<file path="src/rtl/axi_pkg.sv">
// Shared AXI read-responder constants, FSM state type and request-entry width helper.
package axi_pkg;

  localparam logic [1:0] BURST_FIXED = 2'b00;
  localparam logic [1:0] BURST_INCR  = 2'b01;
  localparam logic [1:0] BURST_WRAP  = 2'b10;

  localparam logic [1:0] RESP_OKAY   = 2'b00;
  localparam logic [1:0] RESP_SLVERR = 2'b10;

  typedef enum logic {
    ST_IDLE  = 1'b0,
    ST_BURST = 1'b1
  } rsp_state_e;

  // Queue entry layout, MSB first: {id, addr, len, size[2:0], burst[1:0], t_acc[15:0]}
  function automatic int req_width(input int id_len, input int addr_len, input int len_size);
    return id_len + addr_len + len_size + 3 + 2 + 16;
  endfunction

endpackage

</file>
<file path="src/rtl/axi_resp_fifo.sv">
// Synchronous first-word-fall-through FIFO holding accepted AR requests.
module axi_resp_fifo #(
  parameter int WIDTH = 8,
  parameter int DEPTH = 8
) (
  input  logic                     clock,
  input  logic                     reset,
  input  logic                     push,
  input  logic                     pop,
  input  logic [WIDTH-1:0]         din,
  output logic [WIDTH-1:0]         dout,
  output logic                     full,
  output logic                     empty,
  output logic [$clog2(DEPTH):0]   count
);

  localparam int AW = $clog2(DEPTH);

  logic [WIDTH-1:0] mem_q [DEPTH];
  logic [AW:0]      wr_ptr_q, wr_ptr_d;
  logic [AW:0]      rd_ptr_q, rd_ptr_d;
  logic             do_push;
  logic             do_pop;

  assign do_push = push && !full;
  assign do_pop  = pop && !empty;

  // The extra pointer MSB separates a full queue from an empty one.
  assign empty = (wr_ptr_q == rd_ptr_q);
  assign full  = (wr_ptr_q[AW] != rd_ptr_q[AW]) && (wr_ptr_q[AW-1:0] == rd_ptr_q[AW-1:0]);
  assign count = wr_ptr_q - rd_ptr_q;
  assign dout  = mem_q[rd_ptr_q[AW-1:0]];

  assign wr_ptr_d = wr_ptr_q + (AW+1)'(do_push);
  assign rd_ptr_d = rd_ptr_q + (AW+1)'(do_pop);

  always_ff @(posedge clock) begin
    if (reset) begin
      wr_ptr_q <= '0;
      rd_ptr_q <= '0;
    end else begin
      wr_ptr_q <= wr_ptr_d;
      rd_ptr_q <= rd_ptr_d;
    end
  end

  always_ff @(posedge clock) begin
    if (do_push) begin
      mem_q[wr_ptr_q[AW-1:0]] <= din;
    end
  end

endmodule

</file>
<file path="src/rtl/axi_read_responder.sv">
// Read-only AXI slave model: queues AR requests and, after a programmable
// latency, returns address-pattern R bursts in acceptance order.
module axi_read_responder
  import axi_pkg::*;
#(
  parameter int ADDR_LEN = 32,
  parameter int DATA_LEN = 64,
  parameter int ID_LEN   = 6,
  parameter int LEN_SIZE = 4,
  parameter int DEPTH    = 8
) (
  input  logic                clock,
  input  logic                reset,
  input  logic [ID_LEN-1:0]   axi_arid,
  input  logic [ADDR_LEN-1:0] axi_araddr,
  input  logic [LEN_SIZE-1:0] axi_arlen,
  input  logic [2:0]          axi_arsize,
  input  logic [1:0]          axi_arburst,
  input  logic                axi_arvalid,
  output logic                axi_arready,
  output logic [ID_LEN-1:0]   axi_rid,
  output logic [DATA_LEN-1:0] axi_rdata,
  output logic [1:0]          axi_rresp,
  output logic                axi_rlast,
  output logic                axi_rvalid,
  input  logic                axi_rready,
  input  logic [15:0]         cfg_latency,
  output logic [31:0]         served_count,
  output rsp_state_e          dbg_state_o
);

  localparam int         REQ_W    = req_width(ID_LEN, ADDR_LEN, LEN_SIZE);
  localparam int         LANES    = DATA_LEN / ADDR_LEN;
  localparam int         CW       = $clog2(DEPTH) + 1;
  localparam logic [2:0] MAX_SIZE = 3'($clog2(DATA_LEN / 8));

  // Handshakes: a transfer happens on a rising edge where valid && ready; a
  // raised valid and its payload stay stable until that transfer completes.

  logic [15:0]         now_q, now_d;
  logic [31:0]         served_q, served_d;
  logic                arready_q, arready_d;

  logic [REQ_W-1:0]    fifo_din, fifo_dout;
  logic                fifo_full, fifo_empty;
  logic [CW-1:0]       fifo_count, count_d;
  logic                push, pop;

  logic [ID_LEN-1:0]   h_id;
  logic [ADDR_LEN-1:0] h_addr;
  logic [LEN_SIZE-1:0] h_len;
  logic [2:0]          h_size;
  logic [1:0]          h_burst;
  logic [15:0]         h_tacc;
  logic [15:0]         h_age;
  logic                h_err;
  logic                head_elig;

  rsp_state_e          state_q;
  logic                rvalid_q, rlast_q;
  logic [ID_LEN-1:0]   rid_q;
  logic [DATA_LEN-1:0] rdata_q;
  logic [1:0]          rresp_q;
  logic [ADDR_LEN-1:0] beat_addr_q, next_addr;
  logic [LEN_SIZE-1:0] beat_cnt_q, len_q;
  logic [2:0]          size_q;
  logic                fixed_q;
  logic                beat_hs, last_hs;

  assign fifo_din = {axi_arid, axi_araddr, axi_arlen, axi_arsize, axi_arburst, now_q};
  assign {h_id, h_addr, h_len, h_size, h_burst, h_tacc} = fifo_dout;

  axi_resp_fifo #(
    .WIDTH (REQ_W),
    .DEPTH (DEPTH)
  ) u_req_fifo (
    .clock (clock),
    .reset (reset),
    .push  (push),
    .pop   (pop),
    .din   (fifo_din),
    .dout  (fifo_dout),
    .full  (fifo_full),
    .empty (fifo_empty),
    .count (fifo_count)
  );

  // Modular age keeps eligibility correct across cycle-counter wrap.
  assign h_age     = now_q - h_tacc;
  assign head_elig = !fifo_empty && (h_age >= cfg_latency);
  assign h_err     = h_burst[1] || (h_size > MAX_SIZE);

  assign beat_hs = rvalid_q && axi_rready;
  assign last_hs = beat_hs && rlast_q;
  assign push    = axi_arvalid && arready_q && !fifo_full;
  assign pop     = head_elig && ((state_q == ST_IDLE) || last_hs);

  // arready reflects the occupancy after this cycle's push/pop, so a pop from
  // a full queue only reopens AR one cycle later.
  assign count_d   = fifo_count + CW'(push) - CW'(pop);
  assign arready_d = (count_d < CW'(DEPTH));
  assign now_d     = now_q + 16'd1;
  assign served_d  = served_q + 32'(last_hs);

  always_ff @(posedge clock) begin
    if (reset) begin
      now_q     <= '0;
      served_q  <= '0;
      arready_q <= 1'b0;
    end else begin
      now_q     <= now_d;
      served_q  <= served_d;
      arready_q <= arready_d;
    end
  end

  assign next_addr = fixed_q ? beat_addr_q : beat_addr_q + (ADDR_LEN'(1) << size_q);

  always_ff @(posedge clock) begin
    if (reset) begin
      state_q     <= ST_IDLE;
      rvalid_q    <= 1'b0;
      rlast_q     <= 1'b0;
      rid_q       <= '0;
      rdata_q     <= '0;
      rresp_q     <= RESP_OKAY;
      beat_addr_q <= '0;
      beat_cnt_q  <= '0;
      len_q       <= '0;
      size_q      <= '0;
      fixed_q     <= 1'b0;
    end else if (pop) begin
      // Entered from IDLE or straight from a finishing burst (no bubble).
      state_q     <= ST_BURST;
      rvalid_q    <= 1'b1;
      rlast_q     <= (h_len == '0);
      rid_q       <= h_id;
      rdata_q     <= {LANES{h_addr}};
      rresp_q     <= h_err ? RESP_SLVERR : RESP_OKAY;
      beat_addr_q <= h_addr;
      beat_cnt_q  <= '0;
      len_q       <= h_len;
      size_q      <= h_size;
      fixed_q     <= (h_burst == BURST_FIXED);
    end else if ((state_q == ST_BURST) && beat_hs) begin
      if (rlast_q) begin
        state_q  <= ST_IDLE;
        rvalid_q <= 1'b0;
        rlast_q  <= 1'b0;
      end else begin
        beat_addr_q <= next_addr;
        rdata_q     <= {LANES{next_addr}};
        beat_cnt_q  <= beat_cnt_q + LEN_SIZE'(1);
        rlast_q     <= ((beat_cnt_q + LEN_SIZE'(1)) == len_q);
      end
    end
  end

  assign axi_arready  = arready_q;
  assign axi_rvalid   = rvalid_q;
  assign axi_rlast    = rlast_q;
  assign axi_rid      = rid_q;
  assign axi_rdata    = rdata_q;
  assign axi_rresp    = rresp_q;
  assign served_count = served_q;
  assign dbg_state_o  = state_q;

endmodule

</file>
<file path="config.mk">
export PLATFORM = sky130hd
export DESIGN_NAME = axi_read_responder
export DESIGN_NICKNAME = d
export VERILOG_FILES = /design/src/rtl/axi_pkg.sv /design/src/rtl/axi_resp_fifo.sv /design/src/rtl/axi_read_responder.sv
export SDC_FILE = /design/constraint.sdc
export NUM_CORES = 1
export LEC_CHECK = 0
export CORE_MARGIN = 2
export CORE_UTILIZATION = 30
export DETAILED_ROUTE_END_ITERATION = 10
export GPL_TIMING_DRIVEN = 0
export HOLD_SLACK_MARGIN = 0.08
export PLACE_DENSITY = 0.48
export RECOVER_POWER = 50
export SYNTH_ARGS = -nofsm -noshare
export SYNTH_HDL_FRONTEND = slang
export SYNTH_SLANG_ARGS = --single-unit
</file>
<file path="constraint.sdc">
create_clock -name clock -period 18.3 [get_ports clock]
set_input_delay 2.745 -clock clock [delete_from_list [all_inputs] [get_ports clock]]
set_output_delay 2.745 -clock clock [all_outputs]
set_load 0.01 [all_outputs]
</file>
# After elaboration in Yosys (flattened, before gate mapping)
# Memories as Yosys holds them, arrays and structs flattened. A register that Yosys moved wholly into a read port is not among the register bits.
# Index checks and enable logic that the tools add are counted.
# totals
reg_bits	175
ram_bits	504
input_bits	67
output_inout_bits	108
elab_cells	76
mem_count	1
# mem_list
name	depth	word_bits	read_ports	rd_ports_with_merged_regs	wr	line	rtl
u_req_fifo.mem_q	8	63	1	1	1	axi_resp_fifo.sv:19	logic [WIDTH-1:0] mem_q [DEPTH];
# op_classes
add_sub_neg	10
order_cmp	3
eq_ne	5
n_shift	1
mux	17
bitwise	2
n_reduce_logical	22
# op_table
cell	count
64-bit two-way mux	3
32-bit two-way mux	4
32-bit by 1-bit adder with 32-bit output	1
32-bit adder	1
1-bit by 3-bit left shift with 32-bit output (first input constant)	1
16-bit by 1-bit adder with 16-bit output (second input constant)	1
16-bit >= comparator	1
16-bit subtractor	1
4-bit by 1-bit adder with 4-bit output	3
1-bit logical AND	10
4-bit equality test	2
1-bit two-way mux	8
2-bit AND reduction	3
4-bit by 1-bit adder with 4-bit output (second input constant)	1
4-bit logical NOT	1
4-bit < comparator (second input constant)	1
2-bit nonzero test	2
4-bit by 1-bit subtractor with 4-bit output	1
4-bit subtractor	1
3-bit equality test	1
3-bit by 2-bit greater-than comparator with 1-bit output (second input constant)	1
3-bit two-way mux	1
1-bit logical NOT	2
2-bit logical NOT	1
other kinds (6)	8

# Depth between registers and ports, before layout
# depth
depth_word	7
mapped_depth	30

# Hierarchy
# Synthesis repeated with hierarchy kept, for this count alone.
# unflattened
cells_unflattened	1735
area_unflattened_um2	25973.7
# modules_own_cells
mod	n_inst	cells_each	area_each_um2
axi_resp_fifo	1	921	19457.4
axi_read_responder	1	814	6516.2

# Worst setup path after synthesis
# OpenSTA, ideal clock, no wires.
# synth_path
path_type	input -> register
from	in axi_arvalid
to	mem u_req_fifo.mem_q[0][0] (netlist bit) (enable)
setup_ns	0.561
t_arrival_ns	7.351
required_time_ns	17.739
slack_ns	10.388
cell_stages	3
path_buffers	0
path_cell_list	o311a_1 nand2b_1 nor3_1
# synth_between
elab_chain_cells	5
# synth_lines
item	line	rtl
from (decl)	axi_read_responder.sv:19	input logic axi_arvalid,
1-bit logical AND (2 in series)	axi_read_responder.sv:95	assign push = axi_arvalid && arready_q && !fifo_full;
1-bit logical AND	axi_resp_fifo.sv:25	assign do_push = push && !full;
1-bit two-way mux	axi_resp_fifo.sv:48	if (do_push) begin
1-bit two-way mux (not written as such)	axi_resp_fifo.sv:49	mem_q[wr_ptr_q[AW-1:0]] <= din;
to (decl)	axi_resp_fifo.sv:19	
# No other way between the ends.

# Worst setup path after layout
# layout_path
from	reg u_req_fifo.rd_ptr_q[1]
to	reg arready_q (netlist: axi_arready)
# layout_lines
item	line	rtl
from (decl)	axi_resp_fifo.sv:21	logic [AW:0] rd_ptr_q, rd_ptr_d;
from (signal assigned)	axi_resp_fifo.sv:43	rd_ptr_q <= rd_ptr_d;
4-bit equality test	axi_resp_fifo.sv:29	assign empty = (wr_ptr_q == rd_ptr_q);
1-bit logical NOT	axi_read_responder.sv:90	assign head_elig = !fifo_empty && (h_age >= cfg_latency);
1-bit logical AND	axi_read_responder.sv:90	
1-bit logical AND	axi_read_responder.sv:96	assign pop = head_elig && ((state_q == ST_IDLE) || last_hs);
named net pop	axi_read_responder.sv:47	logic push, pop;
4-bit by 1-bit subtractor with 4-bit output	axi_read_responder.sv:100	assign count_d = fifo_count + CW'(push) - CW'(pop);
4-bit < comparator	axi_read_responder.sv:101	assign arready_d = (count_d < CW'(DEPTH));
to (signal assigned)	axi_read_responder.sv:113	arready_q <= arready_d;
to (decl)	axi_read_responder.sv:42	logic arready_q, arready_d;
# The timed path passes the listed nets, and every way through them passes these cells.
# A chain may end at the register's enable or synchronous reset.

==> reports/metrics.cfg <==
[pwr]
cellLeakagePower_uw=0.0102
combPwrFrac_pct=22.8
power_switching_uw=1090
p_seq_share_pct=41.9
p_per_area_nw_per_um2=125
power_frac_clock_pct=35.3
ir_drop_v=0.0000593
switching_share_pct=27.6
power.internal_uw=2870

[setup_path]
start_kind=flop
critical_path_class=reg2reg
slowest_stage=o31ai_2
cp.arrival_ps=9470
crit_fanout=10
cp-end-kind=flop
required_ps=18770
cp_slowest_stage_delay_ps=1100

[global_route]
grt_pass1_vias=15100
grt_max_degree=24
use_met2_pct=25.4
met1_usage_pct=21.1
gr-total-overflow=0
grt_use_met3_pct=2.33
grt_busiest_layer=met2
antenna_found_initial=12
grtUsageTotal_pct=15.4
grt_pass1_wl_um=101000

[floorplanning]
start_util_pct=30.3
io_pins=175
rows=107
core_um2=85100
die_w_um=297
fp.dieArea_um2=88300
die_h_um=297

[place]
io_buffers=172
pre_cts_slack_ps=9130
dpl.hpwl_um=47300
place_congestion=0.792
placed_area_um2=29600

[sta]
skew_ps=26.6
fin_crit_ps=9000
finalSetupTns_ps=0
relSlewSlack_pct=-20.5
fmax_mhz=111
finalHoldViolCount=0
worst_hold_slack_ps=500
worst_pin_slew_ps=1810
setup_violations=0
grt_setup_unrepaired=false
min_period_over_period_pct=49.2
slew_violations=109
fin_ws_ps=9300

[detailed_routing]
avgViaCountPerCell=4.88
first_iter_violations=1250
wl_um=68400
drcViolationCount=0
dr.pass1.iters=7
vias=14800
ant_nets=0
wl_per_cell_um=22.5

[yosys]
syn_nets=1680
synth_flop_cell=edfxtp_1
ys_seq_elements=614
synth.area.mux_share_pct=13.7
synth_top_family_by_area=multiplexers
synth_fa_ha_area_share_pct=2.74
synthSimpleGateAreaFrac_pct=5.31
synth.distinct_cells=65
seq_area_frac_synth_pct=67.2
yosysWarnings=0
avgSynthCellArea_um2=16.5
synth_area_um2=25800
synth_xor_area_share_pct=2.75
synth_edf_count=504
ys_async_sr_fraction_pct=0
synth_cells=1559
synth-compound-area-share_pct=5.25

[min_path]
hold_class=reg2reg

[cells_and_area]
syn_to_final_growth_pct=23.2
drive_above_1_share_pct=20.1
finalNetCount=1958
num_antenna_cells=0
regArea_um2=17300
fillers=8007
final_area_um2=31800
multiInputGateArea_um2=7700

[clock_tree]
htree_levels=3
root_buffer=clkbuf_16
clockBufferDepth=3
cts_tree=yes
clkSinkCount=614
clk_latency_ps=610
cts_resized=0
clkTransAtPathRegs_ps=60
ctsHoldBuffers=0
cts_inserted_buffers=68
cts_setup_buffers=0

[outcome]
status=finished, violations left
violations=max-capacitance violations, max-slew violations

[job]
cap_viol_max_count=5

==> routing by layer <==
metal  up-vias  share of wire, %
met4         6               2.1
met5         -             0.060
met2       370                48
li1       6690                 -
met1      7633                46
met3       104               4.0
==> worst paths after layout <==
check	slack (ps)	start	to	cells after the start
min	500	served_count[31]$_SDFF_PP0_	served_count[31]$_SDFF_PP0_	2
max reg2reg	9300	u_req_fifo.rd_ptr_q[1]$_SDFF_PP0_	axi_arready$_SDFF_PP0_	25
max	9300	u_req_fifo.rd_ptr_q[1]$_SDFF_PP0_	axi_arready$_SDFF_PP0_	25
min reg2reg	500	served_count[31]$_SDFF_PP0_	served_count[31]$_SDFF_PP0_	2
==> power by group through the flow <==
stage	sequential (uW)	combinational, uW	clock (uW)
2_1_floorplan	1670	563	0
6_report	1660	904	1400
4_1_cts	1660	926	1430
3_3_place_gp	1700	895	0
3_5_place_dp	1690	922	0
5_1_grt	1670	983	1480
==> layout by cell type, fill, tap and decap left out, types with 33 or more instances in the layout <==
cell type / netlist / routed
clkbuf_16: 0 / 70
nor2_1: 60 / 57
inv_1: 35 / 35
xor2_1: 38 / 38
nand2_1: 46 / 46
clkdlybuf4s50_1: 0 / 123
dfxtp_1: 110 / 110
mux2_2: 33 / 33
nand3_1: 33 / 33
a21oi_1: 82 / 82
xnor2_1: 43 / 43
ha_1: 50 / 50
mux4_2: 126 / 126
clkbuf_1: 37 / 55
edfxtp_1: 504 / 504
buf_4: 47 / 47
dlygate4sd3_1: 0 / 49
==> state kept, by name (all words and copies together) (netlist names), 6 cells and up <==
signal / flops
axi_rdata: 32
axi_rid: 6
now_q: 16
served_count: 32
u_req_fifo.mem_q: 504
==> worst max-delay path: cells and delay by family (launching register included) <==
kind                     cells  cell delay [ps]
AND/OR/NAND/NOR              3              460
adder cells (fa/ha/maj)      5             1620
multiplexers                 2              490
AO/OA/AOI/OAI                6             3000
XOR/XNOR                     2              390
buffers and inverters        7             2440
flip-flops                   1              420
==> cells by family after synthesis <==
family,count (synthesis)
XOR/XNOR,81
other,1
AO/OA/AOI/OAI,207
multiplexers,191
AND/OR/NAND/NOR,263
adder cells (fa/ha/maj),54
flip-flops,614
buffers and inverters,148
==> area by class of cell <==
| cell class | count | area share, % |
|---|---|---|
| clock buffers | 87 | 5.84 |
| clock inverters | 36 | 1.33 |
| repair buffers | 208 | 7.03 |
| plain buffers | 112 | 2.04 |
| flip-flops and latches | 614 | 54.6 |
| well taps | 1144 | 4.51 |
| inverters | 36 | 0.425 |
| multi-input cells | 797 | 24.3 |
==> Yosys cell counts, drive strengths merged, types with 2 or more instances <==
cell,n,area (um2)
a2111oi,4,37.5
a211o,2,17.5
a211oi,11,113
a21o,7,52.6
a21oi,82,410
a311oi,2,23.8
a31oi,5,31.3
a32oi,6,52.6
and2,4,25.0
and3,9,56.3
and4,7,61.3
buf,75,509
clkbuf,37,139
dfxtp,110,2200
edfxtp,504,15100
fa,4,80.1
ha,50,626
inv,36,135
mux2,33,372
mux2i,32,320
mux4,126,2840
nand2,48,190
nand2b,7,43.8
nand3,33,165
nand4,22,138
nor2,60,225
nor2b,11,68.8
nor3,29,145
nor3b,5,37.5
nor4,3,33.8
nor4b,3,38.8
o2111ai,2,17.5
o211ai,12,90.1
o21a,5,37.5
o21ai,31,155
o21bai,2,15.0
o221ai,3,26.3
o22ai,2,12.5
o311ai,2,17.5
o31ai,20,155
o32a,3,30.0
or3,21,131
xnor2,43,377
xor2,38,333
==> per-stage QoR <==
| step | total power [uW] | instances | util, % |
|---|---|---|---|
| after detailed placement | 2610 | 2911 | 34.8 |
| after global placement | 2590 | 2875 | 34.0 |
| final | 3960 | 3034 | 37.3 |
| after floorplan | 2240 | 1559 | - |
| after global routing | 4130 | 3034 | 37.3 |
| after CTS | 4020 | 3034 | 37.4 |
Power figures use the tool's default switching activity.
